[src/rtl/sc_dmem_pkg.sv]
// Shared types and constants for the two-requester data-memory arbiter.
// Owner encoding, FSM states, address-decode bit positions and burst helpers.
package sc_dmem_pkg;

    typedef enum logic [1:0] {
        S_IDLE    = 2'd0,
        S_OWN_CPU = 2'd1,
        S_OWN_DMA = 2'd2
    } arb_state_t;

    typedef enum logic {
        OWNER_CPU = 1'b0,
        OWNER_DMA = 1'b1
    } owner_t;

    localparam int IO_SEL_BIT = 7;
    localparam int RAM_IDX_HI = 6;
    localparam int RAM_IDX_LO = 2;
    localparam int RAM_IDX_W  = RAM_IDX_HI - RAM_IDX_LO + 1;
    localparam int BURST_W    = 4;

    // Grant vector bit positions follow the owner encoding.
    localparam int GNT_CPU = 0;
    localparam int GNT_DMA = 1;

    // Saturate so a lone requester streaming forever cannot wrap to a small count.
    function automatic logic [BURST_W-1:0] burst_inc(input logic [BURST_W-1:0] b);
        return (b == '1) ? b : b + 1'b1;
    endfunction

endpackage

[src/rtl/sc_dmem_arbiter_if.sv]
// Bus bundle between the CPU/DMA requesters, the arbiter, the data RAM and I/O.
// master = requester/memory side, slave = arbiter side.
interface sc_dmem_arbiter_if;
    import sc_dmem_pkg::*;

    logic                 cpu_req, cpu_we;
    logic [31:0]          cpu_addr, cpu_wdata;
    logic                 cpu_gnt, cpu_rvalid;
    logic [31:0]          cpu_rdata;

    logic                 dma_req, dma_we;
    logic [31:0]          dma_addr, dma_wdata;
    logic                 dma_gnt, dma_rvalid;
    logic [31:0]          dma_rdata;

    logic [RAM_IDX_W-1:0] mem_addr;
    logic [31:0]          mem_wdata;
    logic                 mem_we;
    logic [31:0]          mem_rdata;
    logic                 io_we;
    logic [31:0]          io_rdata;

    modport slave (
        input  cpu_req, cpu_we, cpu_addr, cpu_wdata,
        input  dma_req, dma_we, dma_addr, dma_wdata,
        input  mem_rdata, io_rdata,
        output cpu_gnt, cpu_rvalid, cpu_rdata,
        output dma_gnt, dma_rvalid, dma_rdata,
        output mem_addr, mem_wdata, mem_we, io_we
    );

    modport master (
        output cpu_req, cpu_we, cpu_addr, cpu_wdata,
        output dma_req, dma_we, dma_addr, dma_wdata,
        output mem_rdata, io_rdata,
        input  cpu_gnt, cpu_rvalid, cpu_rdata,
        input  dma_gnt, dma_rvalid, dma_rdata,
        input  mem_addr, mem_wdata, mem_we, io_we
    );

endinterface

[src/rtl/dmem_arb_pick.sv]
// Combinational grant selection: burst fairness while owned, tie rule from IDLE.
// Define DMEM_ARB_RR_EN for round-robin IDLE ties; otherwise the CPU wins them.
module dmem_arb_pick
    import sc_dmem_pkg::*;
#(
    parameter int MAX_BURST = 4
) (
    input  logic               i_cpu_req,
    input  logic               i_dma_req,
    input  arb_state_t         i_state,
    input  logic [BURST_W-1:0] i_burst,
    input  owner_t             i_last_winner,
    output logic [1:0]         o_gnt
);

    localparam logic [BURST_W-1:0] MAX_B = BURST_W'(MAX_BURST);
    localparam logic [1:0] W_CPU = 2'b01;
    localparam logic [1:0] W_DMA = 2'b10;

`ifndef DMEM_ARB_RR_EN
    logic w_unused_last;
    assign w_unused_last = i_last_winner;
`endif

    always_comb begin
        o_gnt = {i_dma_req, i_cpu_req};
        if (i_cpu_req && i_dma_req) begin
            case (i_state)
                S_OWN_CPU: o_gnt = (i_burst < MAX_B) ? W_CPU : W_DMA;
                S_OWN_DMA: o_gnt = (i_burst < MAX_B) ? W_DMA : W_CPU;
                default: begin
`ifdef DMEM_ARB_RR_EN
                    o_gnt = (i_last_winner == OWNER_DMA) ? W_CPU : W_DMA;
`else
                    o_gnt = W_CPU;
`endif
                end
            endcase
        end
    end

endmodule

[src/rtl/sc_dmem_arbiter.sv]
// Zero-wait CPU/DMA arbiter for a 32-word data RAM plus I/O space (addr[7]).
// Owns the FSM, burst counter, last-winner bit and one-cycle read-return path.
module sc_dmem_arbiter
    import sc_dmem_pkg::*;
#(
    parameter int MAX_BURST = 4
) (
    input  logic               clock,
    input  logic               reset,
    sc_dmem_arbiter_if.slave   bus
);

    arb_state_t         r_state, w_state_next;
    logic [BURST_W-1:0] r_burst, w_burst_next;
    owner_t             r_last, w_last_next;
    logic               r_ret_io;

    logic [1:0]  w_pick, w_gnt, w_req_we, w_rvalid;
    logic        w_any;
    logic [31:0] w_sel_addr, w_sel_wdata, w_ret_data;
    logic        w_sel_we;
    logic [31:0] w_rdata [2];
    logic        w_unused_addr;

    dmem_arb_pick #(.MAX_BURST(MAX_BURST)) u_pick (
        .i_cpu_req     (bus.cpu_req),
        .i_dma_req     (bus.dma_req),
        .i_state       (r_state),
        .i_burst       (r_burst),
        .i_last_winner (r_last),
        .o_gnt         (w_pick)
    );

    // Grants are combinational, so reset must mask them directly.
    assign w_gnt       = reset ? 2'b00 : w_pick;
    assign w_any       = |w_gnt;
    assign w_sel_addr  = w_gnt[GNT_DMA] ? bus.dma_addr  : bus.cpu_addr;
    assign w_sel_wdata = w_gnt[GNT_DMA] ? bus.dma_wdata : bus.cpu_wdata;
    assign w_sel_we    = w_gnt[GNT_DMA] ? bus.dma_we    : bus.cpu_we;
    assign w_unused_addr = ^{w_sel_addr[31:IO_SEL_BIT+1], w_sel_addr[RAM_IDX_LO-1:0]};

    assign bus.cpu_gnt   = w_gnt[GNT_CPU];
    assign bus.dma_gnt   = w_gnt[GNT_DMA];
    assign bus.mem_addr  = w_any ? w_sel_addr[RAM_IDX_HI:RAM_IDX_LO] : '0;
    assign bus.mem_wdata = w_any ? w_sel_wdata : '0;
    assign bus.mem_we    = w_any & w_sel_we & ~w_sel_addr[IO_SEL_BIT];
    assign bus.io_we     = w_any & w_sel_we &  w_sel_addr[IO_SEL_BIT];

    always_ff @(posedge clock) begin
        if (reset) begin
            r_state  <= S_IDLE;
            r_burst  <= '0;
            r_last   <= OWNER_DMA;
            r_ret_io <= 1'b0;
        end else begin
            r_state  <= w_state_next;
            r_burst  <= w_burst_next;
            r_last   <= w_last_next;
            r_ret_io <= w_sel_addr[IO_SEL_BIT];
        end
    end

    always_comb begin
        w_state_next = S_IDLE;
        w_burst_next = '0;
        w_last_next  = r_last;
        if (w_gnt[GNT_CPU]) begin
            w_state_next = S_OWN_CPU;
            w_last_next  = OWNER_CPU;
            w_burst_next = (r_state == S_OWN_CPU) ? burst_inc(r_burst) : BURST_W'(1);
        end else if (w_gnt[GNT_DMA]) begin
            w_state_next = S_OWN_DMA;
            w_last_next  = OWNER_DMA;
            w_burst_next = (r_state == S_OWN_DMA) ? burst_inc(r_burst) : BURST_W'(1);
        end
    end

    // Only one read can be outstanding, so a single return mux serves both requesters.
    assign w_req_we   = {bus.dma_we, bus.cpu_we};
    assign w_ret_data = r_ret_io ? bus.io_rdata : bus.mem_rdata;

    genvar gi;
    generate
        for (gi = 0; gi < 2; gi++) begin : g_ret
            logic        r_pend;
            logic [31:0] r_rdata;

            assign w_rvalid[gi] = r_pend & ~reset;
            assign w_rdata[gi]  = w_rvalid[gi] ? w_ret_data : r_rdata;

            always_ff @(posedge clock) begin
                if (reset) begin
                    r_pend  <= 1'b0;
                    r_rdata <= '0;
                end else begin
                    r_pend  <= w_gnt[gi] & ~w_req_we[gi];
                    r_rdata <= w_rdata[gi];
                end
            end
        end
    endgenerate

    assign bus.cpu_rvalid = w_rvalid[GNT_CPU];
    assign bus.dma_rvalid = w_rvalid[GNT_DMA];
    assign bus.cpu_rdata  = w_rdata[GNT_CPU];
    assign bus.dma_rdata  = w_rdata[GNT_DMA];

endmodule
[src/flat_wrapper.sv]
// flat-port wrapper written by rule: the top's interface ports become plain ports
module sc_dmem_arbiter_flat import sc_dmem_pkg::*;
#(
    parameter int MAX_BURST = 4
)
  (clock, reset, bus_cpu_req, bus_cpu_we, bus_cpu_addr, bus_cpu_wdata, bus_dma_req, bus_dma_we, bus_dma_addr, bus_dma_wdata, bus_mem_rdata, bus_io_rdata, bus_cpu_gnt, bus_cpu_rvalid, bus_cpu_rdata, bus_dma_gnt, bus_dma_rvalid, bus_dma_rdata, bus_mem_addr, bus_mem_wdata, bus_mem_we, bus_io_we);
  sc_dmem_arbiter_if bus_i ();
  input  logic clock;
  input  logic reset;
  input wire logic [$bits(bus_i.cpu_req)-1:0] bus_cpu_req;
  input wire logic [$bits(bus_i.cpu_we)-1:0] bus_cpu_we;
  input wire logic [$bits(bus_i.cpu_addr)-1:0] bus_cpu_addr;
  input wire logic [$bits(bus_i.cpu_wdata)-1:0] bus_cpu_wdata;
  input wire logic [$bits(bus_i.dma_req)-1:0] bus_dma_req;
  input wire logic [$bits(bus_i.dma_we)-1:0] bus_dma_we;
  input wire logic [$bits(bus_i.dma_addr)-1:0] bus_dma_addr;
  input wire logic [$bits(bus_i.dma_wdata)-1:0] bus_dma_wdata;
  input wire logic [$bits(bus_i.mem_rdata)-1:0] bus_mem_rdata;
  input wire logic [$bits(bus_i.io_rdata)-1:0] bus_io_rdata;
  output wire logic [$bits(bus_i.cpu_gnt)-1:0] bus_cpu_gnt;
  output wire logic [$bits(bus_i.cpu_rvalid)-1:0] bus_cpu_rvalid;
  output wire logic [$bits(bus_i.cpu_rdata)-1:0] bus_cpu_rdata;
  output wire logic [$bits(bus_i.dma_gnt)-1:0] bus_dma_gnt;
  output wire logic [$bits(bus_i.dma_rvalid)-1:0] bus_dma_rvalid;
  output wire logic [$bits(bus_i.dma_rdata)-1:0] bus_dma_rdata;
  output wire logic [$bits(bus_i.mem_addr)-1:0] bus_mem_addr;
  output wire logic [$bits(bus_i.mem_wdata)-1:0] bus_mem_wdata;
  output wire logic [$bits(bus_i.mem_we)-1:0] bus_mem_we;
  output wire logic [$bits(bus_i.io_we)-1:0] bus_io_we;
  assign bus_i.cpu_req = bus_cpu_req;
  assign bus_i.cpu_we = bus_cpu_we;
  assign bus_i.cpu_addr = bus_cpu_addr;
  assign bus_i.cpu_wdata = bus_cpu_wdata;
  assign bus_i.dma_req = bus_dma_req;
  assign bus_i.dma_we = bus_dma_we;
  assign bus_i.dma_addr = bus_dma_addr;
  assign bus_i.dma_wdata = bus_dma_wdata;
  assign bus_i.mem_rdata = bus_mem_rdata;
  assign bus_i.io_rdata = bus_io_rdata;
  assign bus_cpu_gnt = bus_i.cpu_gnt;
  assign bus_cpu_rvalid = bus_i.cpu_rvalid;
  assign bus_cpu_rdata = bus_i.cpu_rdata;
  assign bus_dma_gnt = bus_i.dma_gnt;
  assign bus_dma_rvalid = bus_i.dma_rvalid;
  assign bus_dma_rdata = bus_i.dma_rdata;
  assign bus_mem_addr = bus_i.mem_addr;
  assign bus_mem_wdata = bus_i.mem_wdata;
  assign bus_mem_we = bus_i.mem_we;
  assign bus_io_we = bus_i.io_we;
  sc_dmem_arbiter #(.MAX_BURST(MAX_BURST)) u_core (.clock(clock), .reset(reset), .bus(bus_i));
endmodule
[config.mk]
export PLATFORM = sky130hd
export DESIGN_NAME = sc_dmem_arbiter_flat
export DESIGN_NICKNAME = d
export VERILOG_FILES = /design/src/rtl/sc_dmem_pkg.sv /design/src/rtl/sc_dmem_arbiter_if.sv /design/src/rtl/dmem_arb_pick.sv /design/src/rtl/sc_dmem_arbiter.sv /design/src/flat_wrapper.sv
export SDC_FILE = /design/constraint.sdc
export NUM_CORES = 1
export LEC_CHECK = 0
export ABC_AREA = 1
export CAP_MARGIN = 30
export CORE_AREA = 2 2 119 121
export CTS_BUF_LIST = sky130_fd_sc_hd__clkbuf_8
export DETAILED_ROUTE_END_ITERATION = 10
export DIE_AREA = 0 0 121 123
export PLACE_DENSITY = 0.78
export SYNTH_ARGS = -nofsm -noshare
export SYNTH_HDL_FRONTEND = slang
export SYNTH_SLANG_ARGS = --single-unit
[constraint.sdc]
create_clock -name clock -period 2.4 [get_ports clock]
set_input_delay 0.36 -clock clock [delete_from_list [all_inputs] [get_ports clock]]
set_output_delay 0.36 -clock clock [all_outputs]
set_load 0.005 [all_outputs]
# [Yosys cells after proc, flatten, opt, wreduce, memory -nomap -nowiden]
# Cells that the tools add are included.
[totals] reg_bits=73 out_inout_bits=107 word_cells=47
[op_classes] addsub=1 n_lt_le_gt_ge=1 eq_ne=3 mux=20 n_bitwise=11 n_reduce_logical=3
[ops] operator="$mux 32" n=5
[ops] operator="$mux 4" n=5
[ops] operator="$mux 2" n=5
[ops] operator="$mux 8" n=1
[ops] operator="$and 1x1->1" n=7
[ops] operator="$mux 5" n=1
[ops] operator="$add 4x1->4 const B" n=1
[ops] operator="$eq 4x4->1 const B" n=1
[ops] operator="$lt 4x3->1 const B" n=1
[ops] operator="$not 1->1" n=4
[ops] operator="$pmux 2 s2" n=1
[ops] operator="$reduce_or 2->1" n=2
[ops] operator="$eq 2x1->1 const B" n=1
[ops] operator="$eq 2x2->1 const B" n=1
[ops] operator="$mux 1" n=2
[ops] operator="$logic_and 1x1->1" n=1

# [Logic depth before layout (Yosys ltp)]
# Gate-level depths: netlist of run 1.
[logic_depth] word_depth=8 depth_mapped=11

# [By module]
# A second synthesis of run 1 with hierarchy kept.
[unflattened] hier_cells=657 area_unflattened_um2=3960.0
[by_module_without_submodules] mod="sc_dmem_arbiter" instances=1 cells_each=637 area_per_inst_um2=3861.2 seq_area_each_um2=1481.4
[by_module_without_submodules] mod="dmem_arb_pick" instances=1 cells_each=20 area_per_inst_um2=98.8 seq_area_each_um2=0.0

# [Worst setup path before layout of run 1]
# OpenSTA, ideal clock, no wires.
[synth_path] path_kind="reg2out" start="register u_core.r_state[0]" end="output bus_mem_addr[0]" arrival_ns=1.418 t_required_ns=2.040 setup_slack_ns=0.622 path_stages_with_launch=11 cell_sequence="dfxtp_1 > inv_1 > ha_1 > nor2_1 > nand3_2 > nand3_2 > nand2_2 > buf_6 > buf_6 > nand2_1 > inv_2"
[synth_between] elab_chain_len=6 elab_cells_between_ends=8 cone_classes="eq/ne (2); mux (5); reduce/logical (1)"
[synth_rtl] item="start: declaration" line_no="sc_dmem_arbiter.sv:13" source="arb_state_t r_state, w_state_next;"
[synth_rtl] item="start signal: assignment" line_no="sc_dmem_arbiter.sv:56" source="r_state <= w_state_next;"
[synth_rtl] item="$eq 2x2->1 / $eq 2x1->1 (equally long branches)" line_no="dmem_arb_pick.sv:28" source="case (i_state)"
[synth_rtl] item="$pmux 2 s2 *" line_no="dmem_arb_pick.sv:28"
[synth_rtl] item="$mux 2 *" line_no="dmem_arb_pick.sv:27" source="if (i_cpu_req && i_dma_req) begin"
[synth_rtl] item="$mux 2 *" line_no="sc_dmem_arbiter.sv:35" source="assign w_gnt = reset ? 2'b00 : w_pick;"
[synth_rtl] item="$mux 8 / $reduce_or 2->1 (equally long branches)" line_no="sc_dmem_arbiter.sv:37, sc_dmem_arbiter.sv:36"
[synth_rtl] item="$mux 5 *" line_no="sc_dmem_arbiter.sv:44" source="assign bus.mem_addr = w_any ? w_sel_addr[RAM_IDX_HI:RAM_IDX_LO] : '0;"
[synth_rtl] item="end: declaration" line_no="flat_wrapper.sv:26" source="output wire logic [$bits(bus_i.mem_addr)-1:0] bus_mem_addr;"
# Mark *: on every way between the ends. The rest lies on a longest branch, timed or not.

# [Worst setup path after layout of run 1]
[layout_path] start="register u_core.r_state[0]" end="output bus_mem_addr[2]"
# Same word-level chain as after synthesis.

==> results.yml, run 1 <==
worst_setup_path:
  worst-path-buf-inv: 6
  cp-end-kind: "output port"
  cpPeakStageDelay_ps: 380
  crit_family: "buffers and inverters"
  crit_chain: "inv_4 -> ha_4 -> nand2_2 -> nand3b_4 -> nand2_8 -> clkinv_8 -> buf_12 -> buf_4 -> nand2_1 -> nand2_1 -> nand2_1 -> inv_2 -> clkdlybuf4s15_1"
  cp_common_cell: "nand2_1"
  start_kind: "flip-flop"
  arrival_ps: 1980
  crit_slowest_cell: "dfxtp_4"
  crit_required_ps: 2040
  critPathKind: "flip-flop to output port"
  path_max_fanout: 6
power_and_ir_drop:
  total_power_mw: 3.15
  comb_power_share_pct: 29.0
  leakagePower_nw: 3.76
  clkPwrFrac_pct: 31.2
  swShare_pct: 26.2
  max-vdd-ir-drop_mv: 0.188
  power.density_nw_per_um2: 418
  seq_power_share_pct: 39.8
  p_int_mw: 2.32
  power.switching_mw: 0.826
floorplanning:
  ios: 305
  rows: 43
  die_area_um2: 14900
  die_w_um: 121
  start_util_pct: 30.5
  die_y_um: 123
  fp.coreArea_um2: 13600
route:
  ant_nets: 0
  met1_length_um: 6000
  wl_met3_um: 1220
  finalWirelength_um: 15000
  wl_per_cell_um: 13.3
  met2_length_um: 7260
  first_pass_iters: 5
  num_vias: 5050
  drc: 0
  highest_layer: "met4"
  viasPerCell: 4.49
  drt-initial-drc-count: 253
clock_network:
  cts_tree: "built"
  ctsHoldBuffers: 0
  numCtsBuffers: 9
  clk_latency_ps: 350
  cts_sinks: 73
  root_buffer: "clkbuf_8"
  htree_levels: 3
  cts_max_path_buffers: 2
  clk_pin_slew_ps: 70
layout:
  diodes: 0
  postLayoutCoreUtil_pct: 55.3
  syn_to_final_growth_pct: 81.3
  drive_gt1_share_pct: 18.5
  fin_nets: 1143
sta:
  layout_min_cycle_time_ps: 2340
  drv_slew: 0
  final-hold-violation-count: 0
  min_period_over_period_pct: 97.4
  rsz0062_at_grt: "true"
  worst_slew_pin_slew_ps: 423
  skew_ps: 12.6
  slew-limit-headroom_pct: 71.8
  setup_viol: 0
  max_freq_ghz: 0.428
place:
  dp_hpwl_um: 10600
  io_buffers: 252
  globalplace.congestion: 0.842
yosys:
  synth.area.top_cells: "dfxtp_1 35%, nand2_1 33%, mux2_2 8.4%, a21oi_1 8.0%, inv_1 4.2%"
  yosys.area.top_type_share_pct: 35.2
  synthCells: 663
  synth_top_area_cell: "dfxtp_1"
  synth_edf_count: 0
  yosysUniqueCellTypes: 24
  synth.ff_latch_count: 73
  synth_fp_nets: 866
  postSynthAreaPerCell_um2: 6.27
  async_flop_share_pct: 0
  synthesis.area_um2: 4150
  ys.warnings.count: 0
  ys.flop_type: "dfxtp_1"
  ys_top_cells_by_count: "364 x nand2_1, 73 x dfxtp_1, 66 x a21oi_1, 47 x inv_1, 31 x mux2_2"
  ys_seq_area_share_pct: 35.2
  yosysMostFrequentCell: "nand2_1"
run:
  maxCapViolCount: 0
status:
  outcome: "completed"
global_route:
  antenna_found_initial: 0
  grt_pass1_vias: 4624
  grt_use_total_pct: 18.4
  grt-ovfl-total: 0
  grt_start_max_net_pins: 41
  grt_pass1_wl_um: 21700
min_path:
  hold_path_class: "flip-flop to flip-flop"
==> layout by cell type (no fill, tap or decap), types with 7 or more instances in the layout <==
cell,count
nand2_1,344
clkdlybuf4s50_1,209
dfxtp_1,68
a21oi_1,66
inv_1,45
mux2_2,31
buf_4,30
clkbuf_2,26
nand2_2,19
clkbuf_8,11
buf_12,10
nor2_1,9
nand3_1,9
clkdlybuf4s15_1,8
inv_2,7
==> sequential cells by signal, summed over array words and instances (netlist names) <==
| signal | cells |
|---|---|
| u_core.g_ret.r_pend | 2 |
| u_core.g_ret.r_rdata | 64 |
| u_core.r_burst | 4 |
| u_core.r_state | 2 |
| u_core.r_ret_io | 1 |
==> worst paths after layout <==
check,start,endpoint,slack (ps),cells after the start
worst max-delay path,u_core.r_state[0]$_SDFF_PP0_,bus_mem_addr[2],60,13
worst min-delay path,u_core.g_ret[0].r_rdata[12]$_SDFF_PP0_,u_core.g_ret[0].r_rdata[12]$_SDFF_PP0_,470,2
worst max register to register,u_core.r_state[0]$_SDFF_PP0_,u_core.r_ret_io$_SDFF_PP0_,730,12
worst min register to register,u_core.g_ret[0].r_rdata[12]$_SDFF_PP0_,u_core.g_ret[0].r_rdata[12]$_SDFF_PP0_,470,2
==> cells by family after synthesis <==
logic type	share of synthesized area (%)
AOI/OAI and AO/OA	8.31
adders and majority gates	1.51
and+or+nand+nor	37.0
DFF	35.2
buffers and inverters	9.37
muxes	8.67
==> routing by layer <==
layer / vias up / track usage, %
li1: 2602 / -
met1: 2216 / 20.6
met2: 206 / 32.8
met3: 26 / 4.66
met4: 0 / 8.14
met5: - / 0
==> area by class of cell <==
cell class                 instances  area (µm²)
clock buffer                      11         151
clock inverter                     5        55.1
fill                            1266        6080
inverter                          54         220
multi-input combinational        501        2440
sequential                        73        1480
tap                              180         225
timing repair buffer             301        2960
==> metrics by stage <==
| step | TNS, ps | cell area [µm²] | setup slack, ps | hold slack (ps) | cells |
|---|---|---|---|---|---|
| floorplan | 0 | 4150 | 622 | 432 | 663 |
| global placement | -5100 | 6950 | -197 | 458 | 1084 |
| detailed placement | -5410 | 6950 | -219 | 464 | 1084 |
| CTS | -260 | 7240 | -139 | 475 | 1103 |
| global route | -226 | 7530 | -45.3 | 489 | 1125 |
| finish | 0 | 7530 | 62.9 | 472 | 1125 |
==> worst min-delay path, stage by stage (launching register included) <==
cell,delay [ps]
dfxtp_1,300
nand2_1,70
a21oi_1,60
==> timing repair <==
action                                  CTS  global route
hold endpoints to repair                  0             0
gates resized for setup                  62           117
setup buffers                             1            22
pin swaps                                 3            17
gates cloned                              2             4
endpoints found under the setup margin   41            46
==> power by group through the flow <==
stage               logic, mW  clock network, mW  registers (mW)
finish                  0.913              0.982            1.25
global route            0.997               1.07            1.26
CTS                     0.832               1.01            1.25
detailed placement      0.835                  0            1.28
global placement        0.830                  0            1.28
floorplan               0.329                  0            1.28
(Power assumes the default switching activity.)
==> run 2: changes to the inputs <==
Settings changed: HOLD_SLACK_MARGIN from default to 0.1.
==> results of run 2 <==
No change in the layout: final DEF, timing and power equal those of run 1.
